[config.mk]
export PLATFORM = sky130hd
export DESIGN_NAME = key_press_gen
export DESIGN_NICKNAME = d
export VERILOG_FILES = /design/src/rtl/key_press_gen.sv
export SDC_FILE = /design/constraint.sdc
export NUM_CORES = 1
export LEC_CHECK = 0
export CAP_MARGIN = 15
export CORE_ASPECT_RATIO = 1.2
export CORE_UTILIZATION = 47
export CTS_CLUSTER_DIAMETER = 30
export DETAILED_ROUTE_END_ITERATION = 8
export GPL_TIMING_DRIVEN = 0
export PLACE_DENSITY = 0.76
export SYNTH_ARGS = -nofsm -noshare
export SYNTH_HDL_FRONTEND = slang
export SYNTH_SLANG_ARGS = --single-unit
[constraint.sdc]
create_clock -name clk -period 2 [get_ports clk]
set_clock_uncertainty 0.05 [all_clocks]
set_input_delay 0.4 -clock clk [delete_from_list [all_inputs] [get_ports clk]]
set_output_delay 0.4 -clock clk [all_outputs]
set_load 0.02 [all_outputs]
[src/rtl/key_press_gen.sv]
// Push-button emulator: turns a key command into a timed active-low press
// followed by a fixed release gap, with done/err completion pulses.
module key_press_gen #(
    parameter int HOLD_W     = 16,
    parameter int GAP_CYCLES = 16
) (
    input  logic              clk,
    input  logic              reset,
    input  logic              cmd_valid,
    output logic              cmd_ready,
    input  logic [3:0]        cmd_code,
    input  logic [HOLD_W-1:0] cmd_hold,
    input  logic              abort,
    output logic [7:0]        key,
    output logic              busy,
    output logic              done,
    output logic              err
);

    // One counter serves both phases, so it must fit either the hold or the gap.
    localparam int CNT_W = (HOLD_W > 16) ? HOLD_W : 16;
    localparam logic [CNT_W-1:0] GAP_LOAD = CNT_W'(GAP_CYCLES - 1);

    typedef enum logic [1:0] {
        IDLE  = 2'd0,
        PRESS = 2'd1,
        GAP   = 2'd2
    } state_t;

    state_t           state;
    logic [CNT_W-1:0] cnt;
    logic [CNT_W-1:0] hold_load;
    logic [7:0]       press_key;

    // Counter holds "cycles remaining minus one"; a zero hold still gives one cycle.
    always_comb begin
        hold_load = '0;
        if (cmd_hold != '0)
            hold_load = CNT_W'(cmd_hold) - CNT_W'(1);
    end

    always_comb begin
        press_key = '1;
        case (cmd_code)
            4'd14:   press_key = 8'hFE;
            4'd13:   press_key = 8'hFD;
            4'd12:   press_key = 8'hFB;
            4'd11:   press_key = 8'hF7;
            4'd10:   press_key = 8'hEF;
            4'd9:    press_key = 8'hDF;
            4'd8:    press_key = 8'hBF;
            4'd7:    press_key = 8'h7F;
            default: press_key = 8'hFF;
        endcase
    end

    always_ff @(posedge clk or negedge reset) begin
        if (!reset) begin
            state <= IDLE;
            key   <= '1;
            done  <= 1'b0;
            err   <= 1'b0;
            cnt   <= '0;
        end else begin
            done <= 1'b0;
            err  <= 1'b0;
            case (state)
                IDLE: begin
                    if (cmd_valid) begin
                        if (cmd_code == 4'hF) begin
                            done <= 1'b1;
                        end else if (cmd_code < 4'd7) begin
                            err <= 1'b1;
                        end else begin
                            key   <= press_key;
                            cnt   <= hold_load;
                            state <= PRESS;
                        end
                    end
                end
                PRESS: begin
                    if (abort) begin
                        key   <= '1;
                        cnt   <= '0;
                        state <= IDLE;
                    end else if (cnt == '0) begin
                        key   <= '1;
                        cnt   <= GAP_LOAD;
                        state <= GAP;
                    end else begin
                        cnt <= cnt - CNT_W'(1);
                    end
                end
                GAP: begin
                    if (abort) begin
                        key   <= '1;
                        cnt   <= '0;
                        state <= IDLE;
                    end else if (cnt == '0) begin
                        done  <= 1'b1;
                        state <= IDLE;
                    end else begin
                        cnt <= cnt - CNT_W'(1);
                    end
                end
                default: begin
                    key   <= '1;
                    cnt   <= '0;
                    state <= IDLE;
                end
            endcase
        end
    end

    assign cmd_ready = (state == IDLE);
    assign busy      = (state != IDLE);

endmodule
==> summary.md, run 1 <==
| Metric | Value |
|---|---|
| CTS max path bufs | 2 |
| Final hold violation count | 0 |
| Mapped Cells | 241 |
| Post-DP Area | 0.00240 mm2 |
| Wire per inst | 16.9 um |
| Root buffer selected by CTS | clkbuf_8 |
| Worst-path cell chain | inv_2 > ha_4 > nor4b_4 > nand4_1 > buf_6 > buf_4 > buf_6 > buf_6 > nand2b_4 > nand3_2 > a21oi_2 > a21o_1 |
| Footprint of the multi-input gates | 0.00139 mm2 |
| Fraction of layout cells with a size suffix above 1 | 33.2% |
| Max VDD drop | 423 uV |
| Critical path launch point type | register |
| Tot GR Track Use | 27.7% |
| Initial Util | 49.1% |
| CTS tree | built |
| Tmin final | around 2.1 ns |
| F_max | 468 MHz |
| Number of buffers created by CTS | 3 |
| Syn Nets | 269 |
| Die Y | 72.6 um |
| Critical Setup Path Class | reg -> reg |
| Setup tns final | -1.14 ns |
| Failing checks | setup timing |
| Initial DRC count | ~230 |
| Number of global-route vias before repair | 2062 |
| CP arrival | between 2 and 2.5 ns |
| Final Max Slew Viols | 0 |
| Post-route clock period utilization | 107% |
| Initial antenna violation count | 0 |
| CP top delay family | buffers and inverters |
| Worst path slowest cell | dfrtp_1 |
| Dpl hpwl | 3610 um |
| Area Growth Syn to Fin | 51.3% |
| RSZ-0062 raised after global routing | true |
| CP dominant cell by count | buf_6 |
| Syn. warnings | 0 |
| Sequential area share after synthesis | 36.4% |
| Status | complete, but fails checks |
| Share of synthesized registers carrying an async set or reset | 100% |
| Relative slew slack | 65.8% |
| FF/Latch Area | 712 um2 |
| Worst slew pin tran | slightly above 0.5 ns |
| Diodes inserted | 0 |
| Clock Sinks | 28 |
| Mapped Avg Cell Area | 8.10 um2 |
| Layout fillers | around 290 |
| Final setup fails | 13 |
| Post-route cell area | 0.00295 mm2 |
| Leak pwr | 0.00120 uW |
| Post-synth EDFFs | 0 |
| IO Port Bufs | 35 |
| Crit. End Element | register |
| Grt ovf | 0 |
| Drt pass-1 iters | 5 |
| Crit path max fanout | 4 |
| Post-synth top flop | dfrtp_1 |
| DR vias/cell | 6.14 |
| Die width | ~61 um |
| HP Class | in -> async |
| Largest stage delay, worst path | 0.41 ns |
| Post-synth design cell area | about 0.0020 mm2 |
| Std-Cell Rows | 25 |
| Cts hold-fix bufs | 0 |
| Final setup margin | -0.138 ns |
| Most frequent cells in the layout | 25 x nor2_1, 25 x clkdlybuf4s50_1, 19 x dfrtp_1, 18 x o21ai_1, 18 x buf_4 |
| Layout Nets | 333 |
| Routed Antenna Nets | 0 |
| Worst-Skew Late Latency | roughly 0.28 ns |
| Synth cell types | 46 |
| First-pass GRT wire length | 9190 um |
| Largest net degree at the start of global routing | 21 |
| GPL Wtd Cong | 0.889 |
| WP buf/inv | 5 |
| Reg clk slew, reported paths | about 0.10 ns |
| PwrDens | 791 mW/mm2 |
| Die area | 0.00442 mm2 |
| Req. time, crit path | 2.13 ns |
| IO Count | 36 |
| H-tree level count | 1 |
| Synth Register Bits | 28 |
| Max Cap Viol | 0 |
| Detailed Route WL | 6050 um |
| Via count | 2198 |
| DRC viols | 0 |
| Core area | 0.00397 mm2 |
-- registers in the layout, summed over array words and instances (netlist names) --
| register | cells |
|---|---|
| cnt | 16 |
| err | 1 |
| done | 1 |
| state | 2 |
| key | 8 |
-- Yosys cell counts, drive strengths merged, types with 6 or more instances --
| cell | n | area, um2 |
|---|---|---|
| dfstp | 8 | 210 |
| dfrtp | 20 | 500 |
| nor2 | 32 | 120 |
| inv | 12 | 45.1 |
| nor3 | 13 | 65.1 |
| xnor2 | 9 | 78.8 |
| nand2 | 15 | 66.3 |
| nand3 | 10 | 50.1 |
| xor2 | 6 | 52.6 |
| a21oi | 21 | 105 |
| buf | 7 | 41.3 |
| o21ai | 31 | 163 |
-- cell type report --
class,instances,area share (%)
plain buffers,8,2.20
clock buffers,3,1.40
clock inverters,1,1.02
inverters,12,1.53
multi-input cells,192,47.0
flip-flops and latches,28,24.1
well taps,54,2.29
repair buffers,60,20.5
-- stage by stage --
| stage | hold slack [ns] | setup WS, ns | utilization, % | std cells | total power [uW] |
|---|---|---|---|---|---|
| after global placement | 0.428 | -0.582 | 59.7 | 330 | 1540 |
| after floorplan | 0.0544 | 0.0419 | - | 241 | 1300 |
| after CTS | 0.414 | -0.0948 | 69.9 | 355 | 2210 |
| after detailed placement | 0.440 | -0.635 | 60.3 | 331 | 1560 |
| final | 0.401 | -0.138 | 74.3 | 358 | 2340 |
| after global routing | 0.422 | -0.213 | 74.3 | 358 | 2450 |
-- path summary, 6_finish.rpt --
path / start / end / slack (ns) / cells after the start
max: cnt[0] / cnt[6] / -0.14 / 12
min: reset / cnt[13] / 0.40 / 1
max reg2reg: cnt[0] / cnt[6] / -0.14 / 12
min reg2reg: key[7] / key[7] / 0.47 / 2
max in group asynchronous: reset / key[2] / 0.94 / 2
min in group clk: cmd_code[1] / key[3] / 0.46 / 2
-- kinds of logic after synthesis --
logic type                 synth area share [%]
adders and majority gates                  2.56
and+or+nand+nor                            26.6
buffers and inverters                      4.81
AOI/OAI and AO/OA                          22.9
DFF                                        36.4
xor gates and xnor gates                   6.73
-- routing by layer --
| layer | wire length [um] | share of wire (%) | vias to the layer above | global-route usage (%) |
|---|---|---|---|---|
| met1 | 2270 | 37 | 1040 | 32.0 |
| met4 | 211 | 3.5 | 0 | 13.1 |
| met5 | 0 | 0 | - | 0 |
| li1 | - | - | 1003 | - |
| met3 | 442 | 7.3 | 21 | 4.79 |
| met2 | 3130 | 52 | 134 | 48.6 |
-- power breakdown --
part,total (uW),switching [uW],internal (uW)
logic,1040,570,469
registers,842,156,686
clock network,456,187,268
total,2340,913,1420
-- timing repair --
action | 4_1_cts | 5_1_grt
endpoints found under the setup margin | 26 | 25
pin swaps | 15 | 20
gates cloned | 2 | 0
endpoints found under the hold margin | 0 | 0
resized for setup | 34 | 51
setup buffers | 18 | 6
Power figures use the tool's default switching activity.
==> run 2, diff against run 1 <==
--- a/config.mk
+++ b/config.mk
@@ -5,6 +5,7 @@
 export SDC_FILE = /design/constraint.sdc
 export NUM_CORES = 1
 export LEC_CHECK = 0
+export ABC_AREA = 0
 export CAP_MARGIN = 15
 export CORE_ASPECT_RATIO = 1.2
 export CORE_UTILIZATION = 47
==> results of run 2 <==
No change in the layout: final DEF, timing and power equal those of run 1.
